**src/rtl/game_pkg.sv**
```systemverilog
// Shared types and constants for the timed guessing round.
package game_pkg;

  typedef enum logic [1:0] {IDLE, PLAY, OVER} round_state_t;

  // Galois feedback mask for x^8+x^6+x^5+x^4+1 (right-shifting form).
  localparam logic [7:0] LFSR_TAPS = 8'hB8;
  localparam int unsigned MAX_SECONDS = 99;

  // One step of the right-shifting Galois LFSR.
  function automatic logic [7:0] lfsr_step(input logic [7:0] v);
    return (v >> 1) ^ (v[0] ? LFSR_TAPS : 8'h00);
  endfunction

endpackage

```
**src/rtl/key_conditioner.sv**
```systemverilog
// Raw active-low pushbutton -> synchronised, debounced, single-cycle press strobe.
module key_conditioner #(
  parameter int unsigned DEBOUNCE_CYCLES = 1_000_000
) (
  input  logic clk,
  input  logic rst,
  input  logic key_n,
  output logic press
);

  localparam int unsigned CNT_W = $clog2(DEBOUNCE_CYCLES + 1);

  logic             sync1, sync2;
  logic             stable;
  logic             press_q;
  logic [CNT_W-1:0] cnt;

  // Two-flop synchroniser; idle (released) level is 1.
  always_ff @(posedge clk or posedge rst) begin
    if (rst) begin
      sync1 <= 1'b1;
      sync2 <= 1'b1;
    end else begin
      sync1 <= key_n;
      sync2 <= sync1;
    end
  end

  // Accept a new level only after it has differed from the stable level for
  // DEBOUNCE_CYCLES consecutive cycles; strobe once on an accepted 1->0.
  always_ff @(posedge clk or posedge rst) begin
    if (rst) begin
      stable  <= 1'b1;
      cnt     <= '0;
      press_q <= 1'b0;
    end else begin
      press_q <= 1'b0;
      if (sync2 == stable) begin
        cnt <= '0;
      end else if (cnt == CNT_W'(DEBOUNCE_CYCLES - 1)) begin
        stable  <= sync2;
        cnt     <= '0;
        press_q <= ~sync2;
      end else begin
        cnt <= cnt + 1'b1;
      end
    end
  end

  assign press = press_q;

endmodule

```
**src/rtl/round_controller.sv**
```systemverilog
// Timed game round: target generation, submit compare, countdown and GameOver.
module round_controller
  import game_pkg::*;
#(
  parameter int unsigned CLK_HZ          = 50_000_000,
  parameter int unsigned GAME_SECONDS    = 60,
  parameter int unsigned TARGET_W        = 4,
  parameter int unsigned DEBOUNCE_CYCLES = 1_000_000,
  parameter logic [7:0]  LFSR_SEED       = 8'hA5
) (
  input  logic                clk,
  input  logic                rst,
  input  logic                start_n,
  input  logic                submit_n,
  input  logic [TARGET_W-1:0] guess,
  output logic [TARGET_W-1:0] target,
  output logic                answer,
  output logic                wrong,
  output logic                GameOver,
  output logic [6:0]          time_left
);

  localparam int unsigned TICK_W = (CLK_HZ > 1) ? $clog2(CLK_HZ) : 1;
  localparam logic [6:0]  SECS   = 7'(GAME_SECONDS);

  logic start_press, submit_press;

  round_state_t        state_q, state_d;
  logic [7:0]          lfsr_q;
  logic [TICK_W-1:0]   tick_q, tick_d;
  logic [6:0]          time_q, time_d;
  logic [TARGET_W-1:0] target_q, target_d;
  logic                answer_q, answer_d;
  logic                wrong_q, wrong_d;
  logic                over_q, over_d;
  logic [TARGET_W-1:0] cand, new_target;
  logic                tick;

  key_conditioner #(
    .DEBOUNCE_CYCLES(DEBOUNCE_CYCLES)
  ) u_start_key (
    .clk  (clk),
    .rst  (rst),
    .key_n(start_n),
    .press(start_press)
  );

  key_conditioner #(
    .DEBOUNCE_CYCLES(DEBOUNCE_CYCLES)
  ) u_submit_key (
    .clk  (clk),
    .rst  (rst),
    .key_n(submit_n),
    .press(submit_press)
  );

  // Free-running LFSR.
  always_ff @(posedge clk or posedge rst) begin
    if (rst) begin
      lfsr_q <= LFSR_SEED;
    end else begin
      lfsr_q <= lfsr_step(lfsr_q);
    end
  end

  // A freshly loaded target must differ from the one it replaces.
  assign cand       = lfsr_q[TARGET_W-1:0];
  assign new_target = (cand == target_q) ? ~cand : cand;
  assign tick       = (tick_q == TICK_W'(CLK_HZ - 1));

  // Round state and registered outputs.
  always_ff @(posedge clk or posedge rst) begin
    if (rst) begin
      state_q  <= IDLE;
      tick_q   <= '0;
      time_q   <= SECS;
      target_q <= LFSR_SEED[TARGET_W-1:0];
      answer_q <= 1'b0;
      wrong_q  <= 1'b0;
      over_q   <= 1'b0;
    end else begin
      state_q  <= state_d;
      tick_q   <= tick_d;
      time_q   <= time_d;
      target_q <= target_d;
      answer_q <= answer_d;
      wrong_q  <= wrong_d;
      over_q   <= over_d;
    end
  end

  // Next-state: start always (re)begins a round; the final tick wins over a submit.
  always_comb begin
    state_d  = state_q;
    tick_d   = tick_q;
    time_d   = time_q;
    target_d = target_q;
    answer_d = 1'b0;
    wrong_d  = 1'b0;
    over_d   = over_q;
    if (start_press) begin
      state_d  = PLAY;
      tick_d   = '0;
      time_d   = SECS;
      target_d = new_target;
      over_d   = 1'b0;
    end else begin
      unique case (state_q)
        IDLE, OVER: begin
          tick_d = '0;
        end
        PLAY: begin
          tick_d = tick ? '0 : tick_q + 1'b1;
          if (tick && time_q <= 7'd1) begin
            time_d  = 7'd0;
            over_d  = 1'b1;
            state_d = OVER;
          end else begin
            if (tick) begin
              time_d = time_q - 7'd1;
            end
            if (submit_press) begin
              if (guess == target_q) begin
                answer_d = 1'b1;
                target_d = new_target;
              end else begin
                wrong_d = 1'b1;
              end
            end
          end
        end
        default: begin
          state_d = IDLE;
        end
      endcase
    end
  end

  assign target    = target_q;
  assign answer    = answer_q;
  assign wrong     = wrong_q;
  assign GameOver  = over_q;
  assign time_left = time_q;

endmodule

```
**config.mk**
```make
export PLATFORM = sky130hd
export DESIGN_NAME = round_controller
export DESIGN_NICKNAME = d
export VERILOG_FILES = /design/src/rtl/game_pkg.sv /design/src/rtl/key_conditioner.sv /design/src/rtl/round_controller.sv
export SDC_FILE = /design/constraint.sdc
export NUM_CORES = 1
export LEC_CHECK = 0
export CORE_MARGIN = 2
export CORE_UTILIZATION = 45
export CTS_CLUSTER_DIAMETER = 40
export DETAILED_ROUTE_END_ITERATION = 7
export PLACE_DENSITY = 0.76
export SYNTH_ARGS = -nofsm -noshare
export SYNTH_HDL_FRONTEND = slang
export SYNTH_SLANG_ARGS = --single-unit
```
**constraint.sdc**
```tcl
create_clock -name clk -period 3.23 [get_ports clk]
set_clock_uncertainty 0.1 [all_clocks]
set_input_delay 0.646 -clock clk [delete_from_list [all_inputs] [get_ports clk]]
set_output_delay 0.646 -clock clk [all_outputs]
set_load 0.01 [all_outputs]
```
==> results by group, run 1 <==
Worst setup path
  • CP max stage delay: 0.58 ns
  • Critical-path cell list: ha_1, nand4_4, nor4_4, nand2_1, o21bai_2, o21ba_2
  • Critical Path Sink: tick_q[25]$_DFFE_PP0P_
  • R2r endpoint: tick_q[25]$_DFFE_PP0P_
  • Max FO, Critical Path: 18
  • Critical path arrival: 2.65 ns
  • Reg2reg setup slack: 0.75 ns
  • Startpoint types: flip-flop
  • Worst r2r src: tick_q[0]$_DFFE_PP0P_
  • Critical path class: reg2reg
  • Cell depth of the worst flop-to-flop path: 6
  • Critical Path Start: tick_q[0]$_DFFE_PP0P_
  • Slowest cell on the critical path: o21bai_2
  • CP delay by family, top: compound AO/OA/AOI/OAI gates
  • Worst Setup End Kind: flip-flop
  • Number of cells on the critical path: 6
  • Req. time, crit path: 3.40 ns
  • Critical path buffers and inverters: 0

CTS
  • Max Buffers Root-to-Sink: 2
  • Clock-pin transition on the worst setup and hold timing paths: 0.10 ns
  • Cts hold-fix bufs: 0
  • Htree depth: 3
  • TritonCTS Buffers: 9
  • Post-CTS Setup Repair Bufs: 0
  • Clock Sinks: 98
  • Worst-skew pair later-pin latency: 0.38 ns
  • CTS tree: built
  • Root Buffer: clkbuf_8
  • CTS resizes: 0

Route
  • Drt drc: 0
  • 1st-iter DRT viols: 197
  • ANT nets after route: 0
  • Routed length per instance: 14.1 um
  • Via density: 5.37
  • Via count: 3319
  • 1st-pass router iterations: 4
  • Final wirelength: 8710 um

Synth
  • Post-Syn Nets: 468
  • Netlist cell types: 52
  • Mapped Avg Cell Area: 10.5 um2
  • Synth Instances: 455
  • Post-synthesis sequential area ratio: 51.6%
  • Cell Area, Synth: 0.00479 mm2
  • Ys flop type: dfrtp_1
  • Seq cells post-synth: 98
  • Ranking of synthesized cells by area: dfrtp_1 (43%), dfstp_2 (8.8%), xnor2_1 (7.3%), nor2_1 (6.2%), xor2_1 (5.7%)
  • Post-synth EDFFs: 0
  • Yosys top cell area share: 42.9%
  • Number of synthesis warnings: 0
  • Commonest cells in the netlist: dfrtp_1 (82), nor2_1 (79), xnor2_1 (40)
  • Count leader, synth: dfrtp_1
  • Synth area leader: dfrtp_1
  • Async SR Flop Fraction: 100%

Layout
  • Layout area overhead: 11.5%
  • Final nets: 490
  • Filler cells: 908
  • Multi-input gate area: 0.00220 mm2
  • Antenna Cells: 0
  • FF+latch area: 0.00247 mm2
  • Share of layout cells above drive strength 1: 11.8%
  • Final instance area: 0.00534 mm2
  • Final design utilization: 51.7%

Die
  • Top Ports: 22
  • Die Ht: 107 um
  • FP Rows: 37
  • Die Wd: 107 um
  • Initial Util: 46.4%
  • Core region area: 0.0103 mm2
  • Die area: 0.0115 mm2

Placement
  • Placed cell area: 0.00513 mm2
  • IO Port Bufs: 21
  • DP Wirelength: 6060 um
  • Routability cong.: 0.852
  • Pre-CTS setup slack: 0.777 ns

Timing
  • RSZ-0062 raised after global routing: false
  • Rel. slew slack: 49.7%
  • Max Slew Vio Count: 0
  • Final setup viols: 0
  • Fmax: 403 MHz
  • Hold Vio Cnt, Final: 0
  • Slew at the pin closest to its max-slew limit: 0.748 ns
  • Crit path time final: 2.48 ns
  • Hold WS: 0.259 ns
  • Setup TNS: 0 ns
  • Final Cycle Share: 76.9%
  • Final worst slack: 0.748 ns

Power
  • Peak supply drop: 0.000302 V
  • Pwr/cell area: 399 mW/mm2
  • LEAKAGE: 0.00223 uW

GRT
  • Largest net degree at the start of global routing: 56
  • Remaining Overflow, GRT: 0
  • Number of antenna violations at the first check in global routing: 0
  • Vias in the first global route: 3360
  • First-pass GRT wire length: 15500 um
  • Total track usage: 16.7%

Job
  • Max Cap Violations: 0

Worst hold path
  • Worst Hold Class: reg2reg

Outcome
  • Status: complete, no violations
routing by layer:
layer | vias up | track usage (%) | wire [um]
met3 | 6 | 4.62 | 255
met2 | 39 | 28.3 | 4360
met4 | 0 | 4.64 | 67
met1 | 1666 | 21.0 | 4030
li1 | 1608 | - | -
met5 | - | 0 | 0
where the power goes:
part           internal (uW)  switching [uW]  leakage, uW
Clock                    372             456     0.000105
Combinational           19.4            38.8     0.000822
Sequential              1240            7.60      0.00131
Total                   1630             502      0.00223
cell families after synthesis:
logic type	after synthesis	share of synthesized area, %
AOI/OAI and AO/OA	26	3.95
xor gates and xnor gates	71	13.0
adders and majority gates	5	1.31
buffers and inverters	23	2.35
DFF	98	51.6
muxes	9	2.06
and+or+nand+nor	223	25.7
registers in the layout (all words and copies together) (netlist names):
name                 flops
GameOver                 1
answer                   1
lfsr_q                   8
state_q                  2
target                   4
tick_q                  26
time_left                7
u_start_key.cnt         20
u_start_key.press        1
u_start_key.stable       1
u_start_key.sync1        1
u_start_key.sync2        1
u_submit_key.cnt        20
u_submit_key.press       1
u_submit_key.stable      1
u_submit_key.sync1       1
u_submit_key.sync2       1
wrong                    1
cell type report:
type / count / share of cell area, %
clock buffers: 9 / 2.32
clock inverters: 7 / 1.55
inverters: 10 / 0.773
multi-input cells: 334 / 41.3
flip-flops and latches: 98 / 46.3
well taps: 136 / 3.19
repair buffers: 24 / 4.59
per-stage QoR:
step	std cells	total power, uW
4_1_cts	618	2150
2_1_floorplan	455	1300
6_report	618	2130
3_3_place_gp	602	1330
3_5_place_dp	602	1330
5_1_grt	618	2210
layout by cell type (no fill, tap or decap), types with 6 or more instances in the layout:
cell / instances
dfrtp_1: 82
nor2_1: 79
xnor2_1: 40
xor2_1: 31
nand3_1: 25
nand2_1: 23
clkdlybuf4s50_1: 21
nand4_1: 18
dfstp_2: 16
nor4_1: 12
and3_1: 10
nor3_1: 10
inv_1: 9
clkbuf_8: 9
a21oi_1: 7
and2_1: 6
worst register-to-register path: stages (launching register included):
cell      delay (ns)
dfrtp_1         0.41
ha_1            0.27
nand4_4         0.18
nor4_4          0.45
nand2_1         0.15
o21bai_2        0.58
o21ba_2         0.25
worst min-delay path by stage:
stage / start / endpoint / slack [ns] / cells past startpoint
2_1_floorplan: u_start_key.sync1$_DFF_PP1_ / u_start_key.sync2$_DFF_PP1_ / 0.25 / 0
3_3_place_gp: u_start_key.sync1$_DFF_PP1_ / u_start_key.sync2$_DFF_PP1_ / 0.25 / 0
3_5_place_dp: u_start_key.sync1$_DFF_PP1_ / u_start_key.sync2$_DFF_PP1_ / 0.25 / 0
4_1_cts: u_submit_key.sync1$_DFF_PP1_ / u_submit_key.sync2$_DFF_PP1_ / 0.26 / 0
5_1_grt: u_submit_key.sync1$_DFF_PP1_ / u_submit_key.sync2$_DFF_PP1_ / 0.26 / 0
6_report: u_submit_key.sync1$_DFF_PP1_ / u_submit_key.sync2$_DFF_PP1_ / 0.26 / 0
(Power assumes the default switching activity.)
==> run 2, diff against run 1 <==
- clock period: 3.23 -> 2.1 ns (I/O delays scaled with it)
==> results by group, run 2 (synthesis gave the netlist of run 1 again) <==
Die
  • Initial Util: 46.4% (unchanged)
  • Die Ht: 107 um (unchanged)
  • Top Ports: 22 (unchanged)
  • Core region area: 0.0103 mm2 (unchanged)
  • Die area: 0.0115 mm2 (unchanged)
  • FP Rows: 37 (unchanged)
  • Die Wd: 107 um (unchanged)

Timing
  • Crit path time final: 2.06 ns (-0.422 ns)
  • Hold Vio Cnt, Final: 0 (unchanged)
  • RSZ-0062 raised after global routing: true
  • Final setup viols: 0 (unchanged)
  • Final Cycle Share: 98.1% (+21 points)
  • Slew at the pin closest to its max-slew limit: 0.639 ns (-0.108 ns)
  • Fmax: 485 MHz (+20%)
  • Final worst slack: 0.0398 ns (-0.708 ns)
  • Max Slew Vio Count: 0 (unchanged)
  • Rel. slew slack: 57.0% (+7.3 points)

Worst setup path
  • Startpoint types: flip-flop
  • R2r endpoint: target[1]$_DFFE_PP0P_
  • Worst Setup End Kind: flip-flop
  • Reg2reg setup slack: 0.04 ns (-0.71 ns)
  • Req. time, crit path: 2.25 ns (-1.15 ns)
  • Max FO, Critical Path: 4 (-14)
  • Critical path class: reg2reg
  • Critical path arrival: 2.21 ns (-0.44 ns)
  • Cell depth of the worst flop-to-flop path: 5 (-1)
  • Worst r2r src: time_left[3]$_DFFE_PP1P_

CTS
  • Max Buffers Root-to-Sink: 2 (unchanged)
  • Worst-skew pair later-pin latency: 0.36 ns (-0.02 ns)
  • Clock-pin transition on the worst setup and hold timing paths: 0.11 ns (about the same)
  • Root Buffer: clkbuf_8
  • Clock Sinks: 98 (unchanged)
  • CTS tree: built
  • Htree depth: 3 (unchanged)
  • TritonCTS Buffers: 9 (unchanged)

Worst hold path
  • Hold path cells: 0 (unchanged)
  • Worst Hold Path EP: u_submit_key.sync2$_DFF_PP1_
  • HP Start: u_submit_key.sync1$_DFF_PP1_
  • Worst Hold Class: reg2reg

Job
  • Max Cap Violations: 0 (unchanged)

Route
  • Drt drc: 0 (unchanged)
  • Via count: 3419 (+3.0%)
  • Routed length per instance: 14.2 um (+0.98%)
  • Via density: 5.27 (-1.9%)
  • 1st-iter DRT viols: 137 (-30%)
  • ANT nets after route: 0 (unchanged)
  • 1st-pass router iterations: 4 (unchanged)
  • Final wirelength: 9230 um (+6.0%)

Layout
  • Final design utilization: 54.5% (+2.8 points)
  • Multi-input gate area: 0.00225 mm2 (+2.2%)
  • Max reg flops: 26 (unchanged)
  • Antenna Cells: 0 (unchanged)
  • Final nets: 521 (+6.3%)
  • Most frequent cells in the layout: dfrtp_1 (82), nor2_1 (79), xnor2_1 (40)
  • Commonest non-fill, non-tap cell in the layout: dfrtp_1
  • Layout area overhead: 17.5%
  • Top flop regs: tick_q (26), u_start_key.cnt (20), u_submit_key.cnt (20)
  • FF+latch area: 0.00247 mm2 (unchanged)
  • Filler cells: 888 (-2.2%)
  • Share of layout cells above drive strength 1: 18.1% (+6.3 points)
  • Largest reg by FF count: tick_q

GRT
  • Number of antenna violations at the first check in global routing: 0 (unchanged)
  • Total track usage: 17.7% (+1.0 points)
  • Remaining Overflow, GRT: 0 (unchanged)
  • Vias in the first global route: 3509 (+4.4%)
  • Largest net degree at the start of global routing: 55 (-1.8%)
  • First-pass GRT wire length: 16200 um (+4.5%)

Power
  • Pwr/cell area: 570 mW/mm2 (+43%)
  • LEAKAGE: 0.00246 uW (+9.9%)
  • Peak supply drop: 0.000355 V (+17%)

Placement
  • IO Port Bufs: 21 (unchanged)
  • Pre-CTS setup slack: -0.0101 ns (-0.787 ns)
  • DP Wirelength: 6580 um (+8.6%)
  • Routability cong.: 0.835 (-2.1%)

Outcome
  • Status: complete, no violations
## run 2: cell types whose count changed in the layout (fill, tap and decap cells not counted), sizes merged
cell	previous run	this run
buf	3	34
clkdlybuf4s50	21	18
dlymetal6s2s	0	2
bufinv	1	0
clkbuf	9	10
clkinv	2	3
dlygate4sd2	0	1
inv	13	12
## run 2: critical path: stages, from the launching register on
cell and delay [ns]:
dfstp_2 0.38, or4_4 0.56, nor3_4 0.20, nand3_2 0.14, a21oi_4 0.22, mux2_1 0.34
## run 2: metrics by stage
| stage | cells | area, um2 | power [uW] | setup TNS [ns] | hold WS, ns |
|---|---|---|---|---|---|
| after floorplan | 455 | 4790 | 2000 | 0 | 0.245 |
| after global placement | 629 | 5350 | 2050 | 0 | 0.246 |
| after detailed placement | 629 | 5350 | 2050 | -0.0101 | 0.247 |
| after CTS | 645 | 5550 | 3250 | -0.0158 | 0.263 |
| after global routing | 649 | 5630 | 3340 | -0.173 | 0.264 |
| final | 649 | 5630 | 3210 | 0 | 0.262 |
## run 2: how the worst max path moves through the flow
stage / from / end / depth (start not counted)
6_report: time_left[3]$_DFFE_PP1P_ / target[1]$_DFFE_PP0P_ / 5
2_1_floorplan: time_left[3]$_DFFE_PP1P_ / target[1]$_DFFE_PP0P_ / 5
5_1_grt: time_left[1]$_DFFE_PP0P_ / time_left[6]$_DFFE_PP0P_ / 8
3_3_place_gp: time_left[3]$_DFFE_PP1P_ / target[3]$_DFFE_PP0P_ / 5
3_5_place_dp: tick_q[1]$_DFFE_PP0P_ / tick_q[24]$_DFFE_PP0P_ / 6
4_1_cts: time_left[3]$_DFFE_PP1P_ / target[1]$_DFFE_PP0P_ / 5
## run 2: layout make-up
class,instances,share of cell area (%)
sequential,98,44.0
inverter,10,0.734
tap,136,3.02
multi-input combinational,334,40.0
clock buffer,10,2.45
timing repair buffer,55,8.79
clock inverter,6,1.02
## run 2: metal layers
metal / up-vias / share of wire [%] / global-route usage (%)
met3: 7 / 2.7 / 4.26
met2: 47 / 50 / 29.8
met5: - / 0 / 0
met4: 0 / 1.1 / 4.92
met1: 1691 / 46 / 22.8
li1: 1674 / - / -
## run 2: repair_timing
item,in CTS,in global routing
resized for setup,4,8
pin swaps,0,3
endpoints found under the setup margin,7,14
hold buffers,0,0
setup buffers,0,4
## run 2: where the power goes
group	total, uW	switching, uW	internal [uW]
combinational	96.3	60.0	36.3
sequential	1910	10.9	1900
clock	1200	707	491
total	3210	777	2430
